==> src/rtl/noc_rr_arbiter.sv <==
// noc_rr_arbiter: output-port arbiter for the mesh router.
// Picks among requesting input ports by priority class, round-robin within a
// class with the last-served port as lowest priority, and holds the grant
// for a whole packet. A packet releases on its TAIL flit, on a beat timeout
// loaded from the header length field, or when its request drops. Hand-over
// to the next requester happens without an idle bubble.
module noc_rr_arbiter #(
  parameter int          NPORTS  = 5,
  parameter int          PRIO_W  = 2,
  parameter int          LEN_W   = 12,
  parameter logic [2:0]  HEAD_ID = 3'b001,
  parameter logic [2:0]  TAIL_ID = 3'b100,
  localparam int         IDX_W   = (NPORTS > 1) ? $clog2(NPORTS) : 1
) (
  input  logic                      clk,
  input  logic                      rst,
  input  logic [NPORTS-1:0]         req,
  input  logic [NPORTS*PRIO_W-1:0]  prio,
  input  logic [NPORTS*3-1:0]       flit_id,
  input  logic [NPORTS*LEN_W-1:0]   length,
  output logic [NPORTS-1:0]         grant,
  output logic                      idle,
  output logic [IDX_W-1:0]          last_served
);

  // Index of the currently granted port; meaningful only while busy.
  logic [IDX_W-1:0] cur;
  logic [LEN_W-1:0] cnt;
  logic [LEN_W-1:0] len_q;

  logic             busy;
  logic             req_p;
  logic [2:0]       fid_p;
  logic [LEN_W-1:0] len_p;
  logic             hdr_p;
  logic             rel;
  logic             arb;

  logic [PRIO_W-1:0] max_prio;
  logic              any_req;
  logic              win_found;
  logic [IDX_W-1:0]  win_idx;

  assign busy = |grant;

  // Decode the granted port's flit and decide whether its packet ends this cycle.
  always_comb begin
    // NOTE: every signal gets a default first so no path through the block
    // leaves it unassigned, which would infer a latch.
    req_p = req[cur];
    fid_p = flit_id[int'(cur)*3 +: 3];
    len_p = length[int'(cur)*LEN_W +: LEN_W];
    hdr_p = req_p && (fid_p == HEAD_ID);
    rel   = 1'b0;
    if (busy) begin
      rel = !req_p
         || (fid_p == TAIL_ID)
         || ((len_q != '0) && ((cnt + LEN_W'(1)) == len_q))
         || (hdr_p && (len_p == LEN_W'(1)));
    end
    arb = !busy || rel;
  end

  // Pick the winner: highest class among requesters, then round-robin from
  // the port after last_served so the last-served port comes last.
  always_comb begin
    logic [IDX_W-1:0]  sel;
    logic [PRIO_W-1:0] p_sel;
    int                idx;
    max_prio  = '0;
    any_req   = 1'b0;
    win_found = 1'b0;
    win_idx   = '0;
    sel       = '0;
    p_sel     = '0;
    idx       = 0;
    for (int i = 0; i < NPORTS; i++) begin
      sel   = IDX_W'(i);
      p_sel = prio[i*PRIO_W +: PRIO_W];
      if (req[sel] && (!any_req || (p_sel > max_prio))) begin
        max_prio = p_sel;
        any_req  = 1'b1;
      end
    end
    for (int k = 1; k <= NPORTS; k++) begin
      idx = int'(last_served) + k;
      if (idx >= NPORTS) idx = idx - NPORTS;
      sel   = IDX_W'(idx);
      p_sel = prio[idx*PRIO_W +: PRIO_W];
      if (!win_found && req[sel] && (p_sel == max_prio)) begin
        win_found = 1'b1;
        win_idx   = sel;
      end
    end
  end

  // Grant register, packet beat counter and captured length.
  always_ff @(posedge clk) begin
    // NOTE: state is updated with non-blocking assignments so every register
    // samples the pre-edge values, independent of statement order.
    if (rst) begin
      grant       <= '0;
      idle        <= 1'b1;
      last_served <= IDX_W'(NPORTS - 1);
      cur         <= '0;
      cnt         <= '0;
      len_q       <= '0;
    end else if (arb) begin
      if (win_found) begin
        grant       <= NPORTS'(1) << win_idx;
        idle        <= 1'b0;
        last_served <= win_idx;
        cur         <= win_idx;
        cnt         <= '0;
        len_q       <= '0;
      end else begin
        grant <= '0;
        idle  <= 1'b1;
      end
    end else begin
      // Holding the packet: count beats (saturating) and capture the header length.
      if (req_p && (cnt != '1)) cnt <= cnt + LEN_W'(1);
      if (hdr_p) len_q <= len_p;
    end
  end

endmodule

==> config.mk <==
export PLATFORM = sky130hd
export DESIGN_NAME = noc_rr_arbiter
export DESIGN_NICKNAME = d
export VERILOG_FILES = /design/src/rtl/noc_rr_arbiter.sv
export SDC_FILE = /design/constraint.sdc
export NUM_CORES = 1
export LEC_CHECK = 0
export ABC_AREA = 1
export CORE_ASPECT_RATIO = 0.5
export CORE_MARGIN = 2
export CORE_UTILIZATION = 40
export CTS_BUF_LIST = sky130_fd_sc_hd__clkbuf_8
export DETAILED_ROUTE_END_ITERATION = 7
export GPL_TIMING_DRIVEN = 0
export PLACE_DENSITY = 0.65
export SLEW_MARGIN = 20
export SYNTH_ARGS = -nofsm -noshare
export SYNTH_HDL_FRONTEND = slang
export SYNTH_SLANG_ARGS = --single-unit
==> constraint.sdc <==
create_clock -name clk -period 12.08 [get_ports clk]
set_input_delay 2.416 -clock clk [delete_from_list [all_inputs] [get_ports clk]]
set_output_delay 2.416 -clock clk [all_outputs]
set_load 0.02 [all_outputs]
==> flow_summary_export.csv, run 1 <==
group,metric,value,unit
timing,period_minus_slack,8130,ps
route,drt-total-wl,15800,um
synthesis,ys_ff_latch,34,
global_route,first_global_vias,5277,
timing,drv_slew,0,
min_path,hold_path_class,"reg -> reg",
clocking,cts_buffers,5,
layout,final_cell_mix,"nand2_1, clkdlybuf4s50_1, inv_1, nand3_1",
synthesis,synth_area,0.00477,sq mm
setup_path,cp_slowest_cell,"clkdlybuf4s50_1",
setup_path,critPathLaunchType,"input pin",
clocking,cts_tree,"yes",
floorplan,start_util,0.406,
placed_design,port_buffers,98,
synthesis,yosysWarnings,0,
timing,fin_tns_setup,0,ps
run_status,status,"completed",
floorplan,io_pins,101,
setup_path,criticalPathCategory,"in -> reg",
layout,antenna_cells,0,
floorplan,fp.dieW,158,um
clocking,cts_max_path_buffers,2,
global_route,grt_max_degree,17,
synthesis,synth_top_family_by_area,"simple AND/OR/NAND/NOR gates",
timing,final.period_utilization,0.673,
setup_path,worstPathArrival,8320,ps
route,num_vias,5676,
synthesis,synthesis.nets,931,
power,power-per-cell-area,269,mW/mm^2
synthesis,syn_inst,816,
setup_path,cp_common_cell,"nand2_1",
timing,fin_hold_ws,482,ps
clocking,root_buffer,"clkbuf_8",
synthesis,synth-compound-area-share,0.191,
layout,fillers,1231,
floorplan,rows,28,
synthesis,avgSynthCellArea,5.84,sq um
route,viasPerCell,5.22,
clocking,cts_resized,0,
clocking,clkLatencyLatePin,290,ps
setup_path,cp_data_required_time,12260,ps
flow_run,cap_violations,0,
floorplan,fp.dieH,81.2,um
route,firstDrtPassIters,5,
global_route,grt_pass1_wl,25700,um
power,power.leakage,2.76,nW
setup_path,critical_path.endpoint_type,"flip-flop",
route,drc,0,
power,ir_drop,0.140,mV
layout,fin_nets,1036,
synthesis,yosysSeqAreaShare,0.143,
floorplan,design.die.area,0.0129,sq mm
global_route,grt_usage,0.251,
route,drt.antenna.violating_nets,0,
layout,regArea,681,sq um
setup_path,rrSetupSlack,7400,ps
route,drtIter0Drc,397,
clocking,htreeDepth,2,
synthesis,ys_types,54,
timing,setup_violations,0,
global_route,grt-ovfl-total,0,
timing,timing.fmax,123,MHz
setup_path,max_stage_delay,680,ps
placed_design,place.gp.congestion,0.943,
clocking,cts.sinks,34,
placed_design,detailed_place_hpwl,12800,um
clocking,post-cts-setup-buffers,0,
synthesis,synth_xor_area_frac,0.0255,
layout,final_common_cell,"nand2_1",
synthesis,yosys.area_share.simple,0.456,
timing,rsz0062_at_grt,"no",
layout,syn_to_final_growth,27.2,%
timing,fin_worst_skew,7.06,ps
clocking,clk_pin_slew,70,ps
route,routedWlPerCell,14.5,um
setup_path,worstPathMaxFanout,8,
layout,multi_input_area,0.00350,sq mm
timing,worstMarginPinSlew,907,ps
floorplan,core,0.0117,sq mm
synthesis,synth_fa_ha_area_frac,0.0619,
timing,finalHoldViolations,0,
synthesis,muxShareOfSynthArea,0,
timing,slew_headroom,0.395,
layout,drive_gt1_frac,0.115,
clocking,postCtsHoldBufs,0,
global_route,antenna_found_initial,0,
[worst paths after layout]
path,start,end,cells past startpoint
hold reg to reg,grant[1],grant[1],2
hold / removal,grant[1],grant[1],2
setup / recovery,prio[2],cur[2],45
setup reg to reg,last_served[1],len_q[7],26
[routing by layer]
layer / GRT usage / part of all wire
met1: 0.330 / 0.48
met2: 0.446 / 0.46
met3: 0.0224 / 0.040
met4: 0.0640 / 0.023
met5: 0 / 0
[power breakdown]
| part | switching, W | internal, W | total [W] | leakage [nW] |
|---|---|---|---|---|
| clock network | 0.0000420 | 0.0000607 | 0.000103 | 0.0556 |
| logic | 0.000898 | 0.000483 | 0.00138 | 2.43 |
| registers | 0.0000195 | 0.000127 | 0.000147 | 0.275 |
[cell families (layout without fill, tap and decap cells)]
kind of cell / Yosys count / in the layout
and+or+nand+nor: 456 / 456
AOI/OAI and AO/OA: 154 / 154
buffers and inverters: 136 / 242
DFF: 34 / 34
adders and majority gates: 23 / 23
xor gates and xnor gates: 13 / 13
[per-stage QoR]
step,total power (W),setup WS [ps],cell area (sq um),util,std cells
final,0.00163,3950,6070,0.517,1087
after global routing,0.00181,3350,6070,0.517,1087
after CTS,0.00162,3990,6070,0.517,1087
after detailed placement,0.00152,3710,5960,0.507,1079
after global placement,0.00150,3810,5960,0.507,1079
after floorplan,0.00121,4970,4770,-,816
[sequential cells by signal (all words and copies together) (netlist names)]
register,count
len_q,12
cur,1
grant,5
idle,1
cnt,12
last_served,3
[synth_stat cells (all sizes together)]
cell type  count  share of area
a211oi         1         0.0016
a21boi         2         0.0031
a21oi         60          0.074
a221o          3         0.0063
a31oi          2         0.0026
and2           3         0.0039
and3           1         0.0013
buf           23          0.033
clkbuf         7         0.0058
dfxtp         34           0.14
fa             1         0.0042
ha            22          0.058
inv          106          0.084
nand2        255           0.22
nand3        102           0.12
nand3b         5          0.010
nand4         17          0.024
nor2          56          0.057
nor3           7          0.011
nor4           6         0.0079
o211ai         6          0.010
o21ai         65          0.071
o221ai         1         0.0018
o22ai         12          0.016
o2bb2ai        1         0.0018
o31ai          1         0.0016
or2            3         0.0039
or4            1         0.0016
xnor2          4         0.0073
xor2           9          0.018
[area by class of cell]
type                    instances  share of cell area
well taps                     165              0.0340
flip-flops and latches         34               0.112
inverters                     106              0.0664
multi-input cells             646               0.577
repair buffers                 98               0.162
plain buffers                  30              0.0303
clock buffers                   5              0.0113
clock inverters                 3             0.00681
[worst max-delay path, delay by kind of cell]
kind	cells	cell delay, ps
AOI/OAI and AO/OA	5	520
adders and majority gates	4	1180
buffers and inverters	9	1280
and+or+nand+nor	27	2890
(Power assumes the default switching activity.)
==> run 2: changes to the inputs <==
PLACE_DENSITY = 0.68   (was 0.65)
clock period = 7.1 ns   (was 12.08 ns; I/O delays follow)
==> flow_summary_export.csv, run 2 (same netlist as run 1, synthesis figures left out) <==
group,metric,value,unit
run_status,status,"completed",
timing,slew_headroom,0.443,
power,power,0.00276,W
timing,drv_slew,0,
route,drtIter0Drc,306,
layout,reg_top3,"cnt x12, len_q x12, grant x5",
placed_design,detailed_place_hpwl,12700,um
timing,worstMarginPinSlew,835,ps
min_path,hold_depth,2,
layout,fin_nets,1038,
setup_path,cp_common_cell,"nand2_1",
setup_path,rrSetupSlack,2540,ps
layout,final_common_cell,"nand2_1",
min_path,hold_path_class,"reg -> reg",
layout,fillers,1250,
layout,postLayoutCellArea,0.00607,sq mm
layout,syn_to_final_growth,27.3,%
floorplan,fp.dieH,81.2,um
timing,fin_tns_setup,0,ps
clocking,clkLatencyLatePin,300,ps
placed_design,port_buffers,98,
power,power.leakage,2.78,nW
clocking,cts.sinks,34,
floorplan,io_pins,101,
min_path,min-delay-start,"grant[3]",
route,num_vias,5673,
clocking,cts_max_path_buffers,2,
setup_path,critical_path.endpoint_type,"flip-flop",
floorplan,fp.dieW,158,um
layout,instances_no_fill,1089,
layout,drive_gt1_frac,0.124,
min_path,hold_end,"grant[3]",
timing,period_minus_slack,6370,ps
placed_design,place.gp.congestion,0.932,
floorplan,core,0.0117,sq mm
timing,finalHoldViolations,0,
setup_path,cp_data_required_time,7300,ps
route,firstDrtPassIters,5,
floorplan,design.die.area,0.0129,sq mm
timing,rsz0062_at_grt,"no",
power,ir_drop,0.230,mV
route,drt.antenna.violating_nets,0,
layout,antenna_cells,0,
global_route,grt_usage,0.249,
global_route,antenna_found_initial,0,
layout,multi_input_area,0.00351,sq mm
setup_path,cp_slowest_cell,"ha_1",
layout,final_cell_mix,"nand2_1, nand3_1, clkdlybuf4s50_1, inv_1",
setup_path,rr_endpoint,"len_q[9]",
route,routedWlPerCell,14.3,um
clocking,cts_tree,"yes",
global_route,first_global_vias,5354,
setup_path,r2r_start,"last_served[1]",
placed_design,dpl.cell_count,1079,
layout,regArea,681,sq um
layout,postLayoutCoreUtil,0.517,
clocking,root_buffer,"clkbuf_8",
clocking,cts_buffers,5,
floorplan,rows,28,
timing,final.period_utilization,0.897,
setup_path,reg2reg_depth,26,
global_route,grt_pass1_wl,25500,um
route,drc,0,
flow_run,cap_violations,0,
route,drt-total-wl,15600,um
clocking,clk_pin_slew,70,ps
placed_design,dpl_cell_area,0.00596,sq mm
setup_path,worstPathArrival,6560,ps
route,viasPerCell,5.21,
setup_path,criticalPathCategory,"in -> reg",
timing,fin_worst_skew,8.23,ps
timing,setup_violations,0,
floorplan,start_util,0.406,
timing,timing.fmax,157,MHz
clocking,htreeDepth,2,
global_route,grt_max_degree,17,
setup_path,max_stage_delay,310,ps
setup_path,worstPathMaxFanout,6,
setup_path,critPathLaunchType,"input pin",
power,power-per-cell-area,454,mW/mm^2
global_route,grt-ovfl-total,0,
run 2: worst max-delay path, delay by kind of cell:
kind	cells	cell delay [ps]
buffers and inverters	8	710
adder cells (fa/ha/maj)	4	1170
AND/OR/NAND/NOR	29	2780
AO/OA/AOI/OAI	5	480
run 2: layer usage:
layer	track usage	routed length, um	up-vias
met5	0	0	-
met4	0.0901	461	0
met3	0.0272	625	38
met2	0.451	7300	138
met1	0.308	7230	2579
li1	-	-	2918
run 2: how the worst max path moves through the flow:
| stage | start | endpoint | cells after the start |
|---|---|---|---|
| CTS | prio[2] | cur[2] | 45 |
| finish | prio[3] | cur[2] | 46 |
| global placement | prio[2] | cur[2] | 45 |
| global route | req[0] | cur[2] | 48 |
| floorplan | req[0] | len_q[10] | 44 |
| detailed placement | prio[2] | cur[2] | 45 |
run 2: power breakdown:
group,leakage (nW),switching (W),internal (W)
Combinational,2.46,0.00152,0.000828
Clock,0.0472,0.0000755,0.0000779
Sequential,0.275,0.0000341,0.000217
run 2: per-stage QoR:
| stage | hold WS (ps) | setup WS (ps) |
|---|---|---|
| detailed placement | 479 | -218 |
| floorplan | 457 | 981 |
| global route | 511 | 26.6 |
| CTS | 490 | 83.4 |
| finish | 486 | 735 |
| global placement | 468 | -141 |
run 2: cell type report:
type / count / area share
Multi-Input combinational cell: 646 / 0.578
Timing Repair Buffer: 100 / 0.163
Sequential cell: 34 / 0.112
Inverter: 106 / 0.0664
Tap cell: 165 / 0.0340
Buffer: 30 / 0.0303
Clock buffer: 6 / 0.0136
Clock inverter: 2 / 0.00206
run 2: what timing repair did:
item,4_1_cts,5_1_grt
endpoints found under the setup margin,0,34
buffers inserted,0,2
hold buffers,0,0
gates resized for setup,0,10
==> run 3: changes to the inputs <==
CORE_ASPECT_RATIO = 0.9   (was 0.5)
==> flow_summary_export.csv, run 3 (same netlist as run 1, synthesis figures left out) <==
group,metric,value,unit
route,drc,0,
layout,syn_to_final_growth,28.0,%
setup_path,critPathLaunchType,"input pin",
clocking,root_buffer,"clkbuf_8",
timing,fin_worst_skew,12.8,ps
layout,postLayoutCoreUtil,0.530,
setup_path,rr_endpoint,"len_q[7]",
clocking,clkLatencyLatePin,290,ps
global_route,grt_usage,0.240,
timing,timing.fmax,155,MHz
clocking,cts_max_path_buffers,2,
floorplan,start_util,0.414,
clocking,cts_tree,"yes",
min_path,hold_path_class,"reg -> reg",
floorplan,design.die.area,0.0128,sq mm
timing,rsz0062_at_grt,"no",
clocking,postCtsHoldBufs,0,
setup_path,critical_path.endpoint_type,"flip-flop",
timing,finalHoldViolations,0,
route,viasPerCell,5.23,
clocking,htreeDepth,2,
setup_path,cp_common_cell,"nand2_1",
clocking,cts.sinks,34,
route,drtIter0Drc,336,
global_route,antenna_found_initial,0,
setup_path,startpoint,"prio[2]",
floorplan,fp.dieH,108,um
global_route,grt_max_degree,17,
timing,period_minus_slack,6440,ps
setup_path,cp_slowest_cell,"ha_1",
setup_path,r2r_start,"last_served[1]",
route,drt.antenna.violating_nets,0,
layout,final_cell_mix,"nand2_1, nand3_1, clkdlybuf4s50_1, inv_1",
route,firstDrtPassIters,5,
layout,antenna_cells,0,
floorplan,io_pins,101,
power,power-per-cell-area,466,mW/mm^2
layout,fillers,1200,
timing,worstMarginPinSlew,839,ps
floorplan,core,0.0115,sq mm
timing,setup_violations,0,
setup_path,rrSetupSlack,2440,ps
floorplan,fp.dieW,119,um
floorplan,rows,37,
layout,fin_nets,1037,
placed_design,dpl_cell_area,0.00594,sq mm
route,routedWlPerCell,14.2,um
layout,postLayoutCellArea,0.00610,sq mm
layout,drive_gt1_frac,0.120,
global_route,first_global_vias,5219,
setup_path,criticalPathCategory,"in -> reg",
power,ir_drop,0.243,mV
route,num_vias,5646,
setup_path,critPathCapture,"len_q[3]",
clocking,cts_buffers,5,
timing,fin_tns_setup,0,ps
clocking,clk_pin_slew,80,ps
run_status,status,"completed",
placed_design,place.gp.congestion,0.943,
layout,reg_top3,"cnt x12, len_q x12, grant x5",
setup_path,max_stage_delay,310,ps
placed_design,port_buffers,98,
setup_path,cp_data_required_time,7320,ps
setup_path,reg2reg_depth,26,
power,power.leakage,2.82,nW
global_route,grt-ovfl-total,0,
route,drt-total-wl,15300,um
timing,fin_hold_ws,481,ps
flow_run,cap_violations,0,
timing,drv_slew,0,
timing,final.period_utilization,0.907,
setup_path,worstPathArrival,6650,ps
global_route,grt_pass1_wl,25300,um
placed_design,detailed_place_hpwl,12300,um
timing,slew_headroom,0.441,
setup_path,worstPathMaxFanout,10,
layout,final_common_cell,"nand2_1",
[run 3: area by class of cell]
cell class              instances  area (sq um)  share of cell area
clock inverters                 3          68.8              0.0113
plain buffers                  30           184              0.0301
clock buffers                   5          68.8              0.0113
repair buffers                 99           998               0.164
inverters                     106           403              0.0660
multi-input cells             646          3510               0.574
well taps                     156           195              0.0320
flip-flops and latches         34           681               0.111
[run 3: metal layers]
metal	track usage	wire [um]	vias up
li1	-	-	2911
met1	0.342	7430	2489
met2	0.372	6340	228
met4	0.0502	199	0
met5	0	0	-
met3	0.0530	1350	18
[run 3: power by group]
part	leakage, nW	internal, W	switching, W
clock network	0.0683	0.000141	0.0000763
logic	2.47	0.000825	0.00155
registers	0.275	0.000217	0.0000339
total	2.82	0.00118	0.00166
[run 3: worst min path at each step]
| stage | start | endpoint | slack (ps) | depth (start not counted) |
|---|---|---|---|---|
| final | cnt[5] | cnt[5] | 480 | 2 |
| after global routing | cnt[5] | cnt[5] | 500 | 2 |
| after detailed placement | idle | idle | 470 | 2 |
| after CTS | cnt[5] | cnt[5] | 480 | 2 |
| after floorplan | cnt[5] | cnt[5] | 460 | 2 |
| after global placement | cnt[5] | cnt[5] | 470 | 2 |
[run 3: worst max-delay path, delay by kind of cell]
kind            cells  cell delay (ps)
compound gates      5              580
buf+inv             8              900
simple gates       26             2540
fa+ha+maj           4             1160
[run 3: metrics by stage]
step / instances / worst slack [ps] / total power, W
finish: 1079 / 661 / 0.00285
CTS: 1078 / 140 / 0.00282
detailed placement: 1070 / -134 / 0.00259
global route: 1079 / 1.99 / 0.00316
floorplan: 816 / 981 / 0.00206
global placement: 1070 / -51.4 / 0.00258
[run 3: timing repair]
item / CTS / global route
setup buffers: 0 / 1
setup endpoints to repair: 0 / 34
hold endpoints to repair: 0 / 0
resized for setup: 0 / 7
